===== config.mk =====
export PLATFORM = sky130hd
export DESIGN_NAME = data_mem_responder
export DESIGN_NICKNAME = d
export VERILOG_FILES = /design/src/rtl/data_mem_responder.sv
export SDC_FILE = /design/constraint.sdc
export NUM_CORES = 1
export LEC_CHECK = 0
export BUFFER_PORTS_ARGS = -buffer_cell sky130_fd_sc_hd__buf_2
export CORE_MARGIN = 1.5
export CORE_UTILIZATION = 50
export DETAILED_ROUTE_END_ITERATION = 6
export PLACE_DENSITY = 0.85
export RECOVER_POWER = 50
export SLEW_MARGIN = 20
export SYNTH_ARGS = -nofsm -noshare
export SYNTH_HDL_FRONTEND = slang
export SYNTH_SLANG_ARGS = --single-unit

===== constraint.sdc =====
create_clock -name clk -period 4.6 [get_ports clk]
set_input_delay 0.46 -clock clk [delete_from_list [all_inputs] [get_ports clk]]
set_output_delay 0.46 -clock clk [all_outputs]
set_load 0.1 [all_outputs]

===== src/rtl/data_mem_responder.sv =====
// Data-memory responder: buffers EX load/store requests onto an in-order
// word bus and returns one data_ok per request, in order.
package data_mem_pkg;
  typedef enum logic [1:0] {
    MEM_BYTE = 2'd0,
    MEM_HALF = 2'd1,
    MEM_WORD = 2'd2
  } mem_size_t;
endpackage

module data_mem_responder
  import data_mem_pkg::*;
#(
  parameter int DEPTH = 4
) (
  input  logic        clk,
  input  logic        reset,
  input  logic        req,
  input  logic        wr,
  input  mem_size_t   size,
  input  logic [31:0] addr,
  input  logic [31:0] wdata,
  output logic        addr_ok,
  output logic        data_ok,
  output logic [31:0] rdata,
  output logic        bus_req,
  output logic        bus_wr,
  output logic [31:0] bus_addr,
  output logic [3:0]  bus_wstrb,
  output logic [31:0] bus_wdata,
  input  logic        bus_gnt,
  input  logic        bus_rvalid,
  input  logic [31:0] bus_rdata
);

  localparam int AW = $clog2(DEPTH);
  localparam logic [AW:0]   FULL  = (AW+1)'(DEPTH);
  localparam logic [AW:0]   ONE_C = (AW+1)'(1);
  localparam logic [AW-1:0] ONE_P = AW'(1);

  logic             buf_valid;
  logic             buf_wr;
  logic [31:0]      buf_addr;
  logic [3:0]       buf_wstrb;
  logic [31:0]      buf_wdata;
  logic [AW:0]      cnt;
  logic [AW:0]      fifo_cnt;
  logic [AW-1:0]    wr_ptr;
  logic [AW-1:0]    rd_ptr;
  logic [DEPTH-1:0] tag_q;

  logic        accept;
  logic        grant;
  logic        fifo_empty;
  logic        pop;
  logic [3:0]  fmt_wstrb;
  logic [31:0] fmt_wdata;

  assign addr_ok    = !buf_valid && (cnt < FULL);
  assign accept     = req && addr_ok;
  assign grant      = buf_valid && bus_gnt;
  assign fifo_empty = (fifo_cnt == '0);
  // A response with nothing outstanding is dropped, not popped.
  assign pop        = bus_rvalid && !fifo_empty;

  assign bus_req   = buf_valid;
  assign bus_wr    = buf_wr;
  assign bus_addr  = buf_addr;
  assign bus_wstrb = buf_wstrb;
  assign bus_wdata = buf_wdata;

  always_comb begin
    fmt_wstrb = 4'b1111;
    fmt_wdata = wdata;
    unique case (1'b1)
      (size == MEM_BYTE): begin
        fmt_wstrb = 4'b0001 << addr[1:0];
        fmt_wdata = {4{wdata[7:0]}};
      end
      (size == MEM_HALF): begin
        fmt_wstrb = 4'b0011 << {addr[1], 1'b0};
        fmt_wdata = {2{wdata[15:0]}};
      end
      default: begin
        fmt_wstrb = 4'b1111;
        fmt_wdata = wdata;
      end
    endcase
    if (!wr) fmt_wstrb = 4'b0000;
  end

  always_ff @(posedge clk) begin
    if (reset) begin
      buf_valid <= 1'b0;
      buf_wr    <= 1'b0;
      buf_addr  <= '0;
      buf_wstrb <= '0;
      buf_wdata <= '0;
      cnt       <= '0;
      fifo_cnt  <= '0;
      wr_ptr    <= '0;
      rd_ptr    <= '0;
      tag_q     <= '0;
      data_ok   <= 1'b0;
      rdata     <= '0;
    end else begin
      if (accept) begin
        buf_valid <= 1'b1;
        buf_wr    <= wr;
        buf_addr  <= {addr[31:2], 2'b00};
        buf_wstrb <= fmt_wstrb;
        buf_wdata <= fmt_wdata;
      end else if (grant) begin
        buf_valid <= 1'b0;
      end

      unique case ({accept, pop})
        2'b10:   cnt <= cnt + ONE_C;
        2'b01:   cnt <= cnt - ONE_C;
        default: cnt <= cnt;
      endcase

      if (grant) begin
        tag_q[wr_ptr] <= buf_wr;
        wr_ptr        <= wr_ptr + ONE_P;
      end
      if (pop) rd_ptr <= rd_ptr + ONE_P;

      unique case ({grant, pop})
        2'b10:   fifo_cnt <= fifo_cnt + ONE_C;
        2'b01:   fifo_cnt <= fifo_cnt - ONE_C;
        default: fifo_cnt <= fifo_cnt;
      endcase

      data_ok <= pop;
      if (pop) rdata <= tag_q[rd_ptr] ? 32'b0 : bus_rdata;
    end
  end

  a_no_orphan_rvalid: assert property (
    @(posedge clk) disable iff (reset) !(bus_rvalid && fifo_empty)
  );

endmodule


After elaboration in Yosys (flattened, before gate mapping)
Cells that the tools add are included.
{"block": "totals", "word_cells": 54, "out_inout_bits": 104, "in_bits": 104, "register_bits": 115}
{"block": "classes", "shift": 2, "n_eq_ne": 5, "n_addsub": 6, "reduce_logical": 12, "magnitude_cmp": 4, "mux": 13}
{"cell": "$pmux 32 s2", "n": 1}
{"cell": "$mux 32", "n": 1}
{"cell": "$pmux 3 s2", "n": 2}
{"cell": "$pmux 4 s2", "n": 1}
{"cell": "$add 3x1->3 const B", "n": 2}
{"cell": "$eq 2x1->1 const B", "n": 3}
{"cell": "$lt 2x3->1 const B", "n": 2}
{"cell": "$reduce_bool 2->1", "n": 3}
{"cell": "$sub 3x1->3 const B", "n": 2}
{"cell": "$logic_and 1x1->1", "n": 5}
{"cell": "$add 2x1->2 const B", "n": 2}
{"cell": "$bwmux 4", "n": 1}
{"cell": "$eq 2x2->1 const B", "n": 2}
{"cell": "$mux 1", "n": 4}
{"cell": "$mux 4", "n": 1}
{"cell": "$shl 1x2->4 const A", "n": 1}
{"cell": "$shl 2x2->4 const A", "n": 1}
{"cell": "$logic_not 3->1", "n": 1}
{"cell": "$lt 3x3->1 const B", "n": 1}
{"cell": "$bmux 1 s2", "n": 1}
{"cell": "$demux 1 s2", "n": 1}
{"cell": "$ge 2x1->1 const B", "n": 1}
{"cell": "$logic_not 1->1", "n": 2}
{"cell": "$logic_not 2->1", "n": 1}

Logic depth before layout (Yosys ltp)
Gate-level depths: netlist (run 1).
{"block": "depth", "ltp_word": 5, "mapped_depth": 9, "mapped_depth_nobuf": 8}

Least setup slack after synthesis (run 1)
Ideal clock, no wire load.
{"block": "synth_path", "path_kind": "reg2reg", "start": "reg buf_valid (netlist: bus_req)", "end": "reg cnt[2]", "n_path_buf": 1, "slack_ns": 1.695, "required_time_ns": 4.530, "setup_time_ns": 0.070, "arrival_ns": 2.835, "period_less_slack_ns": 2.905, "stages_incl_launch_ff": 10, "cell_sequence": "dfxtp_1 -> nor3b_2 -> inv_2 -> clkbuf_1 -> ha_1 -> inv_1 -> fa_1 -> xor2_1 -> or3_1 -> a21oi_1"}
{"block": "synth_via", "elab_chain_len": 5, "elab_cells_between_ends": 7, "classes_between": "eq/ne (2); mux (1); reduce/logical (4)"}
{"item": "from (decl)", "line_no": "41", "rtl": "logic buf_valid;"}
{"item": "from (signal assigned)", "line_no": "94", "rtl": "buf_valid <= 1'b0;"}
{"item": "from (signal assigned)", "line_no": "108", "rtl": "buf_valid <= 1'b1;"}
{"item": "from (signal assigned)", "line_no": "114", "rtl": "buf_valid <= 1'b0;"}
{"item": "$logic_not 1->1 *", "line_no": "59", "rtl": "assign addr_ok = !buf_valid && (cnt < FULL);"}
{"item": "$logic_and 1x1->1 *", "line_no": "59"}
{"item": "$logic_and 1x1->1 *", "line_no": "60", "rtl": "assign accept = req && addr_ok;"}
{"item": "$eq 2x1->1 / $eq 2x2->1 (equally long branches)", "line_no": "117", "rtl": "unique case ({accept, pop})"}
{"item": "$pmux 3 s2 / $reduce_bool 2->1 (equally long branches)"}
{"item": "to (signal assigned)", "line_no": "118", "rtl": "2'b10: cnt <= cnt + ONE_C;"}
{"item": "to (signal assigned)", "line_no": "119", "rtl": "2'b01: cnt <= cnt - ONE_C;"}
{"item": "to (signal assigned)", "line_no": "120", "rtl": "default: cnt <= cnt;"}
{"item": "to (decl)", "line_no": "46", "rtl": "logic [AW:0] cnt;"}
Mark *: on every way between the ends. The rest lies on a longest branch, timed or not.
A chain may end at the register's enable or synchronous reset.

Final worst setup path (run 1)
{"block": "layout_path", "start": "in reset", "end": "reg buf_addr[13] (netlist: bus_addr[13])"}
{"item": "from (decl)", "line_no": "17", "rtl": "input logic reset,"}
{"item": "to (signal assigned)", "line_no": "110", "rtl": "buf_addr <= {addr[31:2], 2'b00};"}
{"item": "to (decl)", "line_no": "43", "rtl": "logic [31:0] buf_addr;"}
No word-level cell between the ends.

==> impl_metrics.csv, run 1 <==
group,metric,value,unit
outcome,outcome,"finished, violations left",
outcome,violations,"max-capacitance violations, max-slew violations",
synth,seq_area_frac_synth,52.8,%
drt,drt_iter0_drc,120,
floorplan,core,8340,sq um
timing,clock_skew,9.92,ps
timing,maxSlewHeadroom,-31.1,%
placed_design,place_area,5370,sq um
synth,synthCells,473,
timing,fmax,315,MHz
synth,synth-compound-area-share,21.5,%
timing,worst_pin_slew,1970,ps
pwr,power.leakage,2.51,nW
finish,num-nets-final,778,
floorplan,die_w,96.3,microns
pwr,intPower,2.40,mW
cts,ctsResizeCount,0,
drt,vias,4131,
grt,grt_pass1_vias,3767,
timing,tns,0,ps
grt,antenna_found_initial,0,
min_path,min_path_type,"in2reg",
pwr,power_switching_share,42.7,%
drt,drtAntennaViolNets,0,
cts,cts_max_level,4,
synth,synth_mux_area_share,2.35,%
pwr,pwr_density_cell,704,nW/um^2
cts,post_cts_buffers,0,
critical_path,worst_setup_path_end_kind,"flop",
grt,grt_usage,25.0,%
grt,grt_max_degree,88,
synth,synth_flop_cell,"dfxtp_1",
synth,synth_top_area_cell,"dfxtp_1",
cts,root_buffer,"clkbuf_8",
synth,syn_area,4360,sq um
floorplan,die-area,9280,sq um
critical_path,crit_required,4880,ps
placed_design,dp_hpwl,8270,microns
timing,min_period,3170,ps
finish,filler_cell_count,676,
cts,insertion_delay,500,ps
pwr,irDropWorstVdd,373,uV
critical_path,arrival,3450,ps
critical_path,path_max_fanout,44,
drt,vias_per_cell,5.27,
finish,final_cell_area,5940,sq um
job,cap_violations,3,
synth,synth-warning-count,0,
grt,grt_pass1_wl,17600,microns
floorplan,die_y,96.3,microns
synth,synth_top_family_by_area,"compound AO/OA/AOI/OAI gates",
pwr,p_switching,1.79,mW
drt,drc_errors,0,
floorplan,ios,208,
cts,clock-sinks,115,
synth,synthAdderAreaFrac,2.64,%
pwr,pwr-share-seq,29.6,%
cts,clk_pin_slew,50,ps
cts,clk_path_buf_depth,2,
cts,numCtsBuffers,17,
timing,hold_violations,0,
floorplan,rows,33,
timing,post-route-period-util,69.0,%
synth,ys_top_cells_by_area,"dfxtp_1 (53%), nand2_1 (8.6%), a21oi_1 (6.2%)",
cts,cts_tree,"yes",
placed_design,place.gp.congestion,0.789,
pwr,p_comb_share,35.7,%
synth,synthSimpleGateAreaFrac,14.1,%
drt,firstDrtPassIters,4,
timing,rsz0062_at_grt,"false",
synth,syn_avg_cell_area,9.21,sq um
floorplan,start_util,52.2,%
timing,drv_slew,176,
pwr,clock_power_share,34.7,%
finish,syn_to_final_growth,36.3,%
drt,routed_wl,11800,microns
critical_path,criticalPathCategory,"in2reg",
timing,setup_viol,0,
synth,synth_top_area_share,52.8,%
synth,async_flop_share,0,%
drt,wl_per_cell,15.0,microns
synth,synth.ff_latch_count,115,
finish,final_layout_size_suffix_gt1_share,26.5,%
synth,synth_cell_types,34,
finish,diodes,0,
synth,synth-xor-area-share,1.41,%
synth,synth_edf_count,0,
critical_path,start_kind,"input port",
placed_design,port_buffers,205,
grt,grt_overflow,0,
cts,hold_buffers,0,
==> cells in the final DEF, fill, tap and decap left out <==
cell,instances
mux2i_1,8
a22oi_1,8
o31ai_4,1
inv_2,2
nor3_4,1
clkbuf_8,2
dfxtp_1,115
o21ai_0,10
and2_0,1
xnor2_1,2
a2bb2oi_1,1
clkbuf_2,1
a22o_2,17
o21bai_1,3
nand3_1,4
conb_1,2
xor2_1,5
a211oi_1,8
buf_2,123
or3_1,2
ha_1,6
bufinv_16,6
nand2_1,100
nand2b_1,2
inv_1,10
clkinv_4,3
a21oi_1,54
clkbuf_16,16
clkinvlp_4,2
fa_1,2
nor2_4,1
a22o_1,15
mux4_2,1
nor3b_4,1
nor2b_1,1
buf_8,1
clkinv_2,2
clkbuf_1,84
nor2_1,40
a311oi_1,16
==> layout make-up <==
type                       count  area, sq um  area share [%]
clock buffer                  19          432            7.27
clock inverter                13          231            3.90
inverter                      12         45.0           0.758
multi-input combinational    312         1850            31.2
sequential                   115         2300            38.8
tap                          105          131            2.21
timing repair buffer         208          947            15.9
==> synth_stat cells, drive strengths merged (2+ instances only) <==
cell type    n
a211oi       8
a21oi       54
a22o        32
a22oi        8
a311oi      16
buf         19
clkbuf      16
dfxtp      115
fa           2
ha           6
inv         12
mux2i        8
nand2      100
nand2b       2
nand3        4
nor2        41
o21ai       10
o21bai       3
or3          2
xnor2        2
xor2         5
==> sequential cells by signal, indices dropped and copies added (netlist names) <==
signal and count:
rd_ptr 2, bus_req 1, rdata 32, cnt 3, fifo_cnt 3, bus_addr 30, tag_q 4, bus_wstrb 4
bus_wdata 32, wr_ptr 2, data_ok 1, bus_wr 1
==> per-layer routing <==
| metal | global-route usage, % | vias up | part of all wire (%) |
|---|---|---|---|
| li1 | - | 2021 | - |
| met1 | 27.6 | 1896 | 39 |
| met2 | 43.5 | 194 | 50 |
| met3 | 7.98 | 20 | 8.9 |
| met4 | 11.5 | 0 | 2.0 |
| met5 | 0 | - | 0 |
==> critical path, stage by stage <==
cell and delay [ps]:
clkbuf_1 1380, clkbuf_1 1420, a21oi_1 160
==> per-stage QoR <==
stage	cells	total power [mW]	util, %	hold WS [ps]	setup WS, ps
after global routing	784	4.34	71.2	163	1150
final	784	4.18	71.2	179	1430
after CTS	783	4.22	72.3	154	2080
after floorplan	474	2.52	-	433	1700
after global placement	751	2.73	64.3	441	1960
after detailed placement	751	2.76	64.3	447	1870
==> power groups by stage <==
stage / Sequential (mW) / Clock, mW / Combinational (mW)
floorplan: 2.14 / 0 / 0.376
global placement: 1.25 / 0 / 1.49
detailed placement: 1.25 / 0 / 1.51
CTS: 1.23 / 1.47 / 1.52
global route: 1.26 / 1.52 / 1.56
finish: 1.24 / 1.45 / 1.49
==> path summary, 6_finish.rpt <==
| path | to | cells past startpoint | startpoint | slack (ps) |
|---|---|---|---|---|
| hold / removal | rdata[7] | 2 | bus_rdata[7] | 180 |
| setup / recovery | bus_addr[13] | 3 | reset | 1430 |
| hold reg to reg | bus_addr[3] | 2 | bus_addr[3] | 450 |
| setup reg to reg | bus_wstrb[3] | 5 | cnt[2] | 2030 |
==> cells by family after synthesis <==
group,after synthesis
flops,115
buf+inv,47
simple gates,153
mux,9
fa+ha+maj,8
xor+xnor,7
other cells,1
compound gates,133
(Power assumes the default switching activity.)
==> run 2: changes to the inputs <==
- CORE_UTILIZATION: 50 -> 46
- PLACE_DENSITY: 0.85 -> 0.8
- clock period: 4.6 -> 3.23 ns (I/O delays scaled with it)
==> impl_metrics.csv, run 2 (synthesis results as in run 1) <==
group,metric,value,unit
timing,maxSlewHeadroom,-45.0,%
timing,clock_skew,5.40,ps
critical_path,worst_setup_path_end_kind,"flop",
finish,filler_cell_count,822,
timing,tns,0,ps
job,cap_violations,1,
cts,numCtsBuffers,17,
cts,post_cts_buffers,0,
min_path,min_path_type,"in2reg",
timing,post-route-period-util,74.5,%
pwr,p_comb_share,36.4,%
pwr,clock_power_share,33.3,%
drt,vias_per_cell,5.12,
critical_path,crit_required,3510,ps
cts,root_buffer,"clkbuf_8",
finish,multi_input_area,1830,sq um
floorplan,start_util,47.4,%
placed_design,place.gp.congestion,0.840,
cts,clk_pin_slew,50,ps
pwr,pwr_density_cell,984,nW/um^2
floorplan,die_y,100,microns
cts,insertion_delay,490,ps
critical_path,rr_worst_depth,8,
timing,setup_viol,0,
grt,grt_pass1_wl,17600,microns
finish,final_common_cell,"dfxtp_1",
timing,worst_pin_slew,2170,ps
outcome,outcome,"finished, violations left",
timing,drv_slew,51,
grt,grt_pass1_vias,3865,
finish,fin_util,63.8,%
pwr,pwr-share-seq,30.3,%
cts,cts_tree,"yes",
timing,fmax,415,MHz
min_path,whs_path_depth,2,
critical_path,reg2reg_slack,930,ps
finish,num-nets-final,780,
floorplan,core,9200,sq um
critical_path,path_cells,"clkbuf_2 > clkbuf_1 > nor2_1",
placed_design,port_buffers,205,
critical_path,critPathSlowestCell,"clkbuf_1",
timing,hold_violations,0,
pwr,intPower,3.28,mW
critical_path,crit_path_max_incr_delay,1610,ps
cts,clock-sinks,115,
drt,wl_per_cell,14.0,microns
floorplan,ios,208,
grt,grt_usage,21.8,%
finish,most-common-layout-cells,"dfxtp_1 (115), buf_2 (106), nand2_1 (100), clkbuf_1 (100), a21oi_1 (54)",
pwr,power.leakage,2.43,nW
critical_path,arrival,2680,ps
pwr,irDropWorstVdd,511,uV
drt,routed_wl,11000,microns
finish,final_layout_size_suffix_gt1_share,24.0,%
finish,final-seq-area,2300,sq um
critical_path,path_max_fanout,50,
placed_design,pre_cts_ws,1110,ps
grt,grt_overflow,0,
cts,hold_buffers,0,
critical_path,cp_num_cells,3,
outcome,violations,"max-capacitance violations, max-slew violations",
critical_path,criticalPathCategory,"in2reg",
critical_path,cp_num_buf_inv,2,
grt,antenna_found_initial,0,
pwr,power_switching_share,43.3,%
cts,ctsResizeCount,0,
critical_path,start_kind,"input port",
pwr,p_switching,2.50,mW
drt,drc_errors,0,
drt,vias,4046,
timing,setup_ws,822,ps
critical_path,timing.critical_path.max_delay_family,"buffers and inverters",
cts,cts_max_level,4,
drt,drtAntennaViolNets,0,
floorplan,die-area,10100,sq um
timing,min_period,2410,ps
placed_design,dp_hpwl,7640,microns
floorplan,die_w,100,microns
finish,diodes,0,
grt,grt_max_degree,88,
timing,rsz0062_at_grt,"false",
floorplan,rows,35,
cts,clk_path_buf_depth,2,
drt,firstDrtPassIters,4,
drt,drt_iter0_drc,145,
finish,syn_to_final_growth,34.7,%
-- run 2: cell count changes in the layout (fill, tap and decap cells not counted), moves of 2 or more --
cell / before / now
buf_2: 123 / 106
clkbuf_1: 84 / 100
buf_4: 0 / 4
clkinv_4: 3 / 0
bufinv_16: 6 / 4
clkbuf_8: 2 / 4
clkinv_2: 2 / 4
-- run 2: final timing paths --
path / start / end
setup / recovery: reset / cnt[0]
setup reg to reg: fifo_cnt[0] / cnt[2]
hold reg to reg: bus_wdata[0] / bus_wdata[0]
hold / removal: bus_rdata[10] / rdata[10]
-- run 2: cell type report --
| type | instances | area share [%] |
|---|---|---|
| multi-input combinational | 312 | 31.2 |
| inverter | 12 | 0.767 |
| timing repair buffer | 210 | 16.0 |
| tap | 111 | 2.37 |
| clock buffer | 21 | 7.82 |
| clock inverter | 10 | 2.64 |
| sequential | 115 | 39.2 |
-- run 2: power by group through the flow --
stage,Clock [mW],Sequential (mW),Combinational [mW]
finish,1.92,1.75,2.10
global route,2.02,1.78,2.21
CTS,1.96,1.75,2.16
detailed placement,0,1.77,2.16
global placement,0,1.76,2.13
floorplan,0,3.05,0.535
-- run 2: layer usage --
layer  share of wire, %  global-route usage, %  wire length (microns)
met1                 41                   24.5                   4520
met3                8.5                   8.22                    937
met2                 49                   37.8                   5460
met5                  0                      0                      0
met4                1.1                   7.91                    117
-- run 2: metrics by stage --
stage / power [mW] / instance area, sq um / cells / hold slack, ps
after floorplan: 3.59 / 4360 / 474 / 433
after global placement: 3.89 / 5400 / 760 / 439
after detailed placement: 3.93 / 5400 / 760 / 445
after CTS: 5.87 / 6010 / 791 / 27.6
after global routing: 6.01 / 5870 / 791 / 27.7
final: 5.78 / 5870 / 791 / 54.5
